[config.mk]
export PLATFORM = sky130hd
export DESIGN_NAME = uart_rx_fifo
export DESIGN_NICKNAME = d
export VERILOG_FILES = /design/src/rtl/uart_pkg.sv /design/src/rtl/uart_sync_fifo.sv /design/src/rtl/uart_rx_fifo.sv
export SDC_FILE = /design/constraint.sdc
export NUM_CORES = 1
export LEC_CHECK = 0
export ABC_CLOCK_PERIOD_IN_PS = 5200
export CORE_MARGIN = 1.5
export CORE_UTILIZATION = 50
export CTS_CLUSTER_SIZE = 28
export DETAILED_ROUTE_END_ITERATION = 10
export PLACE_DENSITY = 0.64
export SLEW_MARGIN = 10
export SYNTH_ARGS = -nofsm -noshare
export SYNTH_HDL_FRONTEND = slang
export SYNTH_SLANG_ARGS = --single-unit
[constraint.sdc]
create_clock -name clk -period 5.2 [get_ports clk]
set_clock_uncertainty 0.1 [all_clocks]
set_input_delay 1.04 -clock clk [delete_from_list [all_inputs] [get_ports clk]]
set_output_delay 1.04 -clock clk [all_outputs]
set_load 0.01 [all_outputs]
[src/rtl/uart_pkg.sv]
// Shared UART definitions: data width and the entry format stored by the RX FIFO.
package uart_pkg;

    localparam int unsigned UART_DATA_W = 8;

    typedef struct packed {
        logic                   perr;
        logic [UART_DATA_W-1:0] data;
    } rx_entry_t;

endpackage

[src/rtl/uart_sync_fifo.sv]
// Generic single-clock first-word-fall-through FIFO with registered level/full/empty.
module uart_sync_fifo #(
    parameter int unsigned WIDTH = 8,
    parameter int unsigned DEPTH = 16
) (
    input  logic                     clk,
    input  logic                     rstn,
    input  logic                     push,
    input  logic [WIDTH-1:0]         wdata,
    input  logic                     pop,
    output logic [WIDTH-1:0]         rdata,
    output logic [$clog2(DEPTH):0]   level,
    output logic                     full,
    output logic                     empty
);

    localparam int unsigned AW = $clog2(DEPTH);

    logic [WIDTH-1:0] mem [DEPTH];
    logic [AW:0]      wr_ptr;
    logic [AW:0]      rd_ptr;
    logic [AW:0]      wr_ptr_nxt;
    logic [AW:0]      rd_ptr_nxt;
    logic             push_ok;
    logic             pop_ok;

    // A push into a full FIFO is accepted only when the head leaves on the same edge.
    always_comb begin
        pop_ok     = pop && !empty;
        push_ok    = push && (!full || pop_ok);
        wr_ptr_nxt = wr_ptr + (AW+1)'(push_ok);
        rd_ptr_nxt = rd_ptr + (AW+1)'(pop_ok);
    end

    always_ff @(posedge clk) begin
        if (!rstn) begin
            wr_ptr <= '0;
            rd_ptr <= '0;
            level  <= '0;
            full   <= 1'b0;
            empty  <= 1'b1;
        end else begin
            wr_ptr <= wr_ptr_nxt;
            rd_ptr <= rd_ptr_nxt;
            level  <= wr_ptr_nxt - rd_ptr_nxt;
            empty  <= (wr_ptr_nxt == rd_ptr_nxt);
            full   <= (wr_ptr_nxt[AW] != rd_ptr_nxt[AW]) &&
                      (wr_ptr_nxt[AW-1:0] == rd_ptr_nxt[AW-1:0]);
        end
    end

    // Storage is deliberately left out of reset.
    always_ff @(posedge clk) begin
        if (rstn && push_ok) begin
            mem[wr_ptr[AW-1:0]] <= wdata;
        end
    end

    assign rdata = mem[rd_ptr[AW-1:0]];

endmodule

[src/rtl/uart_rx_fifo.sv]
// UART receive buffer: captures each completed frame into a FIFO and flags dropped bytes.
module uart_rx_fifo
    import uart_pkg::*;
#(
    parameter int unsigned DEPTH     = 16,
    parameter bit          PARITY_EN = 1'b0
) (
    input  logic                     clk,
    input  logic                     rstn,
    input  logic                     rx_busy,
    input  logic [UART_DATA_W-1:0]   rx_dout,
    input  logic                     rx_parity_err,
    input  logic                     m_ready,
    input  logic                     ovf_clr,
    output logic                     m_valid,
    output logic [UART_DATA_W-1:0]   m_data,
    output logic                     m_perr,
    output logic [$clog2(DEPTH):0]   level,
    output logic                     full,
    output logic                     empty,
    output logic                     overflow
);

    logic      busy_d1;
    logic      frame_done;
    logic      pop;
    logic      ovf_event;
    rx_entry_t push_entry;
    rx_entry_t head_entry;

    always_comb begin
        frame_done      = busy_d1 && !rx_busy;
        pop             = m_valid && m_ready;
        ovf_event       = frame_done && full && !pop;
        push_entry.perr = rx_parity_err & PARITY_EN;
        push_entry.data = rx_dout;
    end

    uart_sync_fifo #(
        .WIDTH ($bits(rx_entry_t)),
        .DEPTH (DEPTH)
    ) u_fifo (
        .clk   (clk),
        .rstn  (rstn),
        .push  (frame_done),
        .wdata (push_entry),
        .pop   (pop),
        .rdata (head_entry),
        .level (level),
        .full  (full),
        .empty (empty)
    );

    // A drop on the same edge as a clear keeps the flag set.
    always_ff @(posedge clk) begin
        if (!rstn) begin
            busy_d1  <= 1'b0;
            overflow <= 1'b0;
        end else begin
            busy_d1 <= rx_busy;
            if (ovf_event) begin
                overflow <= 1'b1;
            end else if (ovf_clr) begin
                overflow <= 1'b0;
            end
        end
    end

    assign m_valid = !empty;
    assign m_data  = head_entry.data;
    assign m_perr  = head_entry.perr;

endmodule
**After elaboration in Yosys (flattened, before gate mapping)**

Memory sizes are Yosys's and may differ from the RTL's. A register that Yosys moved wholly into a read port is not among the register bits.
Index checks and enable logic that the tools add are counted.

- Register bits: 19
- Memory bits (writable): 128
- Bits of input ports: 14
- Output and inout port bits: 18
- Word-level logic and storage cells: 33
- Memories kept: 1

Memory list:

| name | words | width | read ports | clocked after memory_dff | write ports | line | text |
|---|---|---|---|---|---|---|---|
| u_fifo.mem | 16 | 8 | 1 | 1 | 1 | uart_sync_fifo.sv:19 | `logic [WIDTH-1:0] mem [DEPTH];` |

- $add $sub $neg: 3
- Eq/ne operators: 3
- Muxes and demuxes: 5
- Reduce and logical (&&, ||, !) cells: 14

Operators by type and width:

| kind | count |
|---|---|
| $add A5 B1 Y5 | 2 |
| $logic_and A1 B1 Y1 | 8 |
| $eq A5 B5 Y1 | 1 |
| $sub A5 B5 Y5 | 1 |
| $eq A4 B4 Y1 | 1 |
| $logic_not A1 Y1 | 4 |
| $mux W1 | 4 |
| $mux W4 | 1 |
| $reduce_bool A2 Y1 | 1 |
| $logic_or A1 B1 Y1 | 1 |
| $ne A1 B1 Y1 | 1 |

**Longest topological paths before layout**

Gate-level depths: netlist (run 1).

- Depth in word-level cells: 8
- Depth in mapped cells: 11

**Cells and area by module**

From an unflattened synthesis (run 1), not the netlist that was laid out.

- Cell total of the unflattened synthesis: 335
- Area total of the unflattened synthesis: 6495.0 sq um

Modules (own cells, without submodules):

| module | instances | cells each | area each (sq um) |
|---|---|---|---|
| uart_sync_fifo | 1 | 325 | 6397.4 |
| uart_rx_fifo | 1 | 10 | 97.6 |

**Worst setup path after synthesis (run 1)**

OpenSTA, ideal clock, no wires.

- Kind: input-to-reg
- Start point: in rx_busy
- End point: reg u_fifo.level[4]
- Setup time: 0.072 ns
- Data arrival time: 2.972 ns
- Data required time: 5.028 ns
- Slack: 2.056 ns
- Stages: 9
- Path through: nand2b_1 -> a21oi_1 -> ha_1 -> xnor3_1 -> ha_1 -> o21a_1 -> o21a_1 -> or3_1 -> mux2i_1

- Cells in the longest elaborated chain, start to end: 5

RTL lines:

| item | line | text |
|---|---|---|
| start: declaration | uart_rx_fifo.sv:10 | `input logic rx_busy,` |
| $logic_not A1 Y1 | uart_rx_fifo.sv:32 | `frame_done = busy_d1 && !rx_busy;` |
| $logic_and A1 B1 Y1 | uart_rx_fifo.sv:32 |  |
| $logic_and A1 B1 Y1 | uart_sync_fifo.sv:30 | `push_ok = push && (!full \|\| pop_ok);` |
| $add A5 B1 Y5 | uart_sync_fifo.sv:31 | `wr_ptr_nxt = wr_ptr + (AW+1)'(push_ok);` |
| $sub A5 B5 Y5 | uart_sync_fifo.sv:45 | `level <= wr_ptr_nxt - rd_ptr_nxt;` |
| end signal: assignment | uart_sync_fifo.sv:45 |  |
| end: declaration | uart_sync_fifo.sv:12 | `output logic [$clog2(DEPTH):0] level,` |

No other way between the ends.
A chain may end at the register's enable or synchronous reset.

==> flow_summary.json, run 1 <==
{
  "grt_setup_unrepaired": "false",
  "multiInputGateArea_um2": 1530,
  "dieArea_um2": 12400,
  "clkTransAtPathRegs_ns": 0.06,
  "p_leak_nw": 2.32,
  "h-tree-depth": 4,
  "crit_start": "u_fifo.rd_ptr[0]",
  "drt_iter0_drc": 174,
  "cts-root-buf": "clkbuf_16",
  "post_cts_resized": 0,
  "layout_setup_ws_ns": 1.08,
  "drive_gt1_frac": 0.174,
  "yosysWarnings": 0,
  "worst_slew_pin_slew_ns": 1.15,
  "grt_overflow": 0,
  "synth_edf_count": 128,
  "fin_crit_ns": 4.12,
  "register_area_um2": 4230,
  "placed_cells_incl_taps": 484,
  "syn-num-nets": 336,
  "yosys.area.top_type": "edfxtp_1",
  "dp_hpwl_um": 6890,
  "insertedDiodeCount": 0,
  "final_net_count": 384,
  "row_count": 39,
  "min_to": "overflow",
  "grt_max_degree": 35,
  "synth_common_cells": "edfxtp_1, dfxtp_1, a22oi_1, mux4_1, mux4_2",
  "postSynthCellCount": 312,
  "synth.mux.area_fraction": 0.134,
  "cts_max_path_buffers": 2,
  "setup_viol": 0,
  "fin_tns_setup_ns": 0,
  "worstSetupStartpointType": "register",
  "portBuffers": 29,
  "relSlewSlack": 0.229,
  "r2r_slack_ns": 2.49,
  "gp_congestion": 0.722,
  "gr-usage-all-layers": 0.187,
  "peakVddDrop_mv": 0.241,
  "antenna_found_initial": 0,
  "finalPower_mw": 2.60,
  "postSynth.asyncResetShare": 0,
  "nFillCells": 853,
  "whs_ns": 0.375,
  "cp.required_ns": 4.06,
  "pre_cts_ws_ns": 1.43,
  "insertion_delay_ns": 0.42,
  "cp_data_arrival_time_ns": 2.98,
  "fmax_mhz": 243,
  "synth_compound_area_frac": 0.0293,
  "avgRoutedWirePerCell_um": 20.6,
  "pwr_density_cell_nw_per_um2": 375,
  "maxCapViolCount": 0,
  "detailedRoute.firstPassIterationCount": 6,
  "syn_to_final_growth_pct": 17.9,
  "worst-setup-path-type": "reg -> out",
  "synth_fa_ha_area_frac": 0.0213,
  "via_count": 2962,
  "viasPerCell": 5.74,
  "hp-start": "overflow",
  "synth_top_area_share": 0.653,
  "synth_top_family_by_area": "multiplexers",
  "clock-sinks": 147,
  "grt_pass1_wl_um": 16600,
  "synthSimpleGateAreaFrac": 0.0559,
  "ctsHoldBuffers": 0,
  "cts_buffers": 17,
  "fp.coreArea_um2": 11500,
  "synth_area_per_cell_um2": 18.9,
  "status": "finished, final reports clean",
  "grt_pass1_vias": 3056,
  "antenna_left": 0,
  "hold_path_class": "reg -> reg",
  "drc": 0,
  "die_w_um": 111,
  "final_cells": 516,
  "ioPinCount": 32,
  "fin_crit_sh": 0.793,
  "cts_setup_buffers": 0,
  "synth_seq_cells": 147,
  "hold_path_depth": 2,
  "synthTopCellsByArea": "edfxtp_1, mux4_1, dfxtp_1",
  "drv_slew": 0,
  "reg2reg_from": "u_fifo.rd_ptr[0]",
  "yosysSeqAreaShare": 0.718,
  "synth_flop_cell": "edfxtp_1",
  "synth.distinct_cells": 38,
  "die_height_um": 111,
  "yosys.area_share.xor_xnor": 0.0172,
  "hold_viol_final": 0,
  "start_util": 0.513,
  "r2r_cells": 8,
  "cts_tree": "yes",
  "yosysMostFrequentCell": "edfxtp_1",
  "end_kind": "output port",
  "cp_max_fo": 17,
  "r2r_end": "u_fifo.level[4]",
  "syn_area_um2": 5880,
  "wirelength_um": 10600
}
[power by group]
group	leakage, nW	switching (mW)	total, mW	internal, mW
combinational	0.750	0.0631	0.142	0.0788
clock	0.265	0.457	1.16	0.701
sequential	1.31	0.0129	1.30	1.29
total	2.32	0.533	2.60	2.07
[through the flow]
step / cell area (um^2) / utilization
finish: 6940 / 0.605
global route: 6940 / 0.605
CTS: 6940 / 0.605
detailed placement: 6370 / 0.556
global placement: 6370 / 0.556
floorplan: 5880 / -
[final cells by class]
type | count | area share
clock buffers | 18 | 0.0618
flip-flops and latches | 147 | 0.609
inverters | 6 | 0.00324
clock inverters | 14 | 0.0198
repair buffers | 46 | 0.0602
well taps | 143 | 0.0258
multi-input cells | 142 | 0.220
[cell usage in the layout (no fill, tap or decap), drive strengths merged, types with 2 or more instances in the layout]
cell / netlist / final
edfxtp: 128 / 128
mux4: 32 / 32
clkdlybuf4s50: 0 / 29
dfxtp: 19 / 19
clkbuf: 3 / 18
buf: 13 / 17
a22oi: 16 / 16
nor2: 12 / 12
nand2: 11 / 11
nor3: 11 / 11
ha: 10 / 10
inv: 6 / 8
nand2b: 7 / 7
and2: 6 / 6
nor4: 6 / 6
clkinv: 0 / 6
nand3: 5 / 5
xor2: 5 / 5
xnor2: 4 / 4
clkinvlp: 0 / 4
a21oi: 2 / 2
o21a: 2 / 2
bufinv: 0 / 2
[routing by layer]
layer | routed length, um | vias to the layer above | track usage | share of wire
li1 | - | 1359 | - | -
met2 | 5110 | 72 | 0.282 | 0.48
met5 | 0 | - | 0 | 0
met1 | 4850 | 1521 | 0.258 | 0.46
met3 | 539 | 10 | 0.0615 | 0.051
met4 | 119 | 0 | 0.0675 | 0.011
[flip-flops by register name, indices dropped and copies added (netlist names)]
signal and flops:
u_fifo.level 5, busy_d1 1, u_fifo.rd_ptr 5, overflow 1, u_fifo.wr_ptr 5, u_fifo.full 1
u_fifo.mem 128, u_fifo.empty 1
[how the worst max path moves through the flow]
stage                      endpoint  slack [ns]
floorplan           u_fifo.level[4]        2.06
global placement          m_data[0]        1.47
detailed placement  u_fifo.level[4]        1.43
CTS                       m_data[0]        1.02
global route              m_data[0]        0.89
finish                    m_data[0]        1.08
[logic make-up after synthesis]
group           after synthesis
compound gates               24
xor+xnor                     10
other cells                   1
flops                       147
mux                          33
buf+inv                      23
fa+ha+maj                    10
simple gates                 64
[worst max-delay path, stage by stage (launching register included)]
cell	delay, ns
dfxtp_2	0.73
buf_4	0.43
mux4_2	0.54
a22oi_1	0.23
nand2_1	0.12
clkdlybuf4s50_1	0.49
(Power assumes the default switching activity.)
==> run 2, diff against run 1 <==
--- a/config.mk
+++ b/config.mk
@@ -5,7 +5,7 @@
 export SDC_FILE = /design/constraint.sdc
 export NUM_CORES = 1
 export LEC_CHECK = 0
-export ABC_CLOCK_PERIOD_IN_PS = 5200
+export ABC_CLOCK_PERIOD_IN_PS = 3800
 export CORE_MARGIN = 1.5
 export CORE_UTILIZATION = 50
 export CTS_CLUSTER_SIZE = 28
==> constraint.sdc (replaced) <==
create_clock -name clk -period 3.8 [get_ports clk]
set_clock_uncertainty 0.1 [all_clocks]
set_input_delay 0.76 -clock clk [delete_from_list [all_inputs] [get_ports clk]]
set_output_delay 0.76 -clock clk [all_outputs]
set_load 0.01 [all_outputs]
==> run 2 against run 1 <==
Net effect:
- hold slack gained 0.023 ns
- first-iteration DRC count grew 4.0%
- die area is the same
- combinational power grew 43%
- clock power grew 36%
- final cell count grew 0.39%
- register-to-register slack lost 1.3 ns
- core utilization grew 0.26 points
- global-route usage shrank 0.45 points
- worst setup slack lost 0.79 ns
- wire length shrank 3.3%
- sequential power grew 37%
==> flow_summary.json, run 2 (synthesis gave the netlist of run 1 again) <==
{
  "r2r_end": "u_fifo.level[4]",
  "ioPinCount": 32,
  "cts-root-buf": "clkbuf_16",
  "fmax_mhz": 285,
  "layout_setup_ws_ns": 0.292,
  "cts_setup_buffers": 0,
  "cp.required_ns": 2.94,
  "pwr_density_cell_nw_per_um2": 511,
  "min_to": "overflow",
  "maxCapViolCount": 0,
  "die_w_um": 111,
  "drt_iter0_drc": 181,
  "fin_crit_sh": 0.923,
  "whs_ns": 0.398,
  "relSlewSlack": 0.525,
  "grt_pass1_wl_um": 16600,
  "via_count": 2919,
  "setup_viol": 0,
  "gp_congestion": 0.712,
  "dieArea_um2": 12400,
  "portBuffers": 29,
  "final_cells": 518,
  "drive_gt1_frac": 0.181,
  "wirelength_um": 10300,
  "grt_pass1_vias": 3060,
  "start_util": 0.513,
  "insertedDiodeCount": 0,
  "cts_tree": "yes",
  "ctsHoldBuffers": 0,
  "row_count": 39,
  "worstSetupStartpointType": "register",
  "grt_max_degree": 35,
  "status": "finished, final reports clean",
  "cts_buffers": 17,
  "syn_to_final_growth_pct": 18.5,
  "final_common_cell": "edfxtp_1",
  "h-tree-depth": 4,
  "post_cts_resized": 0,
  "pre_cts_ws_ns": 0.348,
  "worst_slew_pin_slew_ns": 0.710,
  "dp_hpwl_um": 6870,
  "clock-sinks": 147,
  "insertion_delay_ns": 0.41,
  "fin_tns_setup_ns": 0,
  "clkTransAtPathRegs_ns": 0.06,
  "r2r_slack_ns": 1.16,
  "placed_cells_incl_taps": 486,
  "r2r_cells": 9,
  "hp-start": "overflow",
  "detailedRoute.firstPassIterationCount": 4,
  "largest_reg_flops": 128,
  "cts_max_path_buffers": 2,
  "fin_crit_ns": 3.51,
  "drv_slew": 0,
  "cp_data_arrival_time_ns": 2.65,
  "hold_viol_final": 0,
  "p_leak_nw": 2.33,
  "antenna_left": 0,
  "drc": 0,
  "viasPerCell": 5.64,
  "grt_setup_unrepaired": "false",
  "final_cell_mix": "edfxtp_1, clkdlybuf4s50_1, dfxtp_1, buf_4, clkbuf_16",
  "hold_path_depth": 2,
  "gr-usage-all-layers": 0.182,
  "grt_overflow": 0,
  "cp_max_fo": 9,
  "hold_path_class": "reg -> reg",
  "peakVddDrop_mv": 0.321,
  "antenna_found_initial": 0,
  "worst-setup-path-type": "reg -> out",
  "final_net_count": 386,
  "final_core_util": 0.608,
  "end_kind": "output port",
  "fp.coreArea_um2": 11500,
  "avgRoutedWirePerCell_um": 19.8,
  "reg2reg_from": "u_fifo.empty",
  "die_height_um": 111
}
run 2: layer usage:
metal	up-vias	part of all wire	track usage
li1	1360	-	-
met3	5	0.060	0.0610
met1	1475	0.46	0.250
met5	-	0	0
met4	0	0.010	0.0506
met2	79	0.47	0.283
run 2: report_power, final:
group          internal (mW)  switching (mW)  leakage [nW]
sequential              1.77          0.0114          1.31
clock                  0.966           0.615         0.259
combinational          0.113          0.0906         0.764
total                   2.85           0.717          2.33
run 2: through the flow:
step / cell area, um^2 / power (mW)
floorplan: 5880 / 1.93
global placement: 6400 / 2.02
detailed placement: 6400 / 2.02
CTS: 6970 / 3.60
global route: 6970 / 3.68
finish: 6970 / 3.56
run 2: cell type report:
| type | count | area [um^2] |
|---|---|---|
| fillers | 830 | 4500 |
| flip-flops and latches | 147 | 4230 |
| multi-input cells | 142 | 1530 |
| repair buffers | 48 | 445 |
| clock buffers | 20 | 437 |
| well taps | 143 | 179 |
| clock inverters | 12 | 133 |
| inverters | 6 | 22.5 |
run 2: worst max-delay path: stages (launching register included):
cell and delay [ns]:
dfxtp_2 0.50, buf_4 0.27, mux4_1 0.57, a22oi_1 0.27, nand2_1 0.13, clkdlybuf4s50_1 0.50
run 2: worst max-delay path by stage:
stage,startpoint,end,slack (ns),cells after the start
floorplan,rx_busy,u_fifo.level[4],0.94,9
global placement,m_ready,u_fifo.level[4],0.38,10
detailed placement,rx_busy,u_fifo.level[4],0.35,10
CTS,u_fifo.rd_ptr[0],m_data[7],0.25,5
global route,u_fifo.rd_ptr[0],m_data[7],0.12,5
finish,u_fifo.rd_ptr[0],m_data[7],0.29,5
==> run 3, diff against run 2 <==
--- a/config.mk
+++ b/config.mk
@@ -10,7 +10,9 @@
 export CORE_UTILIZATION = 50
 export CTS_CLUSTER_SIZE = 28
 export DETAILED_ROUTE_END_ITERATION = 10
+export HOLD_SLACK_MARGIN = 0.15
 export PLACE_DENSITY = 0.64
+export SKIP_CTS_REPAIR_TIMING = 1
 export SLEW_MARGIN = 10
 export SYNTH_ARGS = -nofsm -noshare
 export SYNTH_HDL_FRONTEND = slang
==> results of run 3 <==
No change in the layout: final DEF, timing and power equal those of run 2.
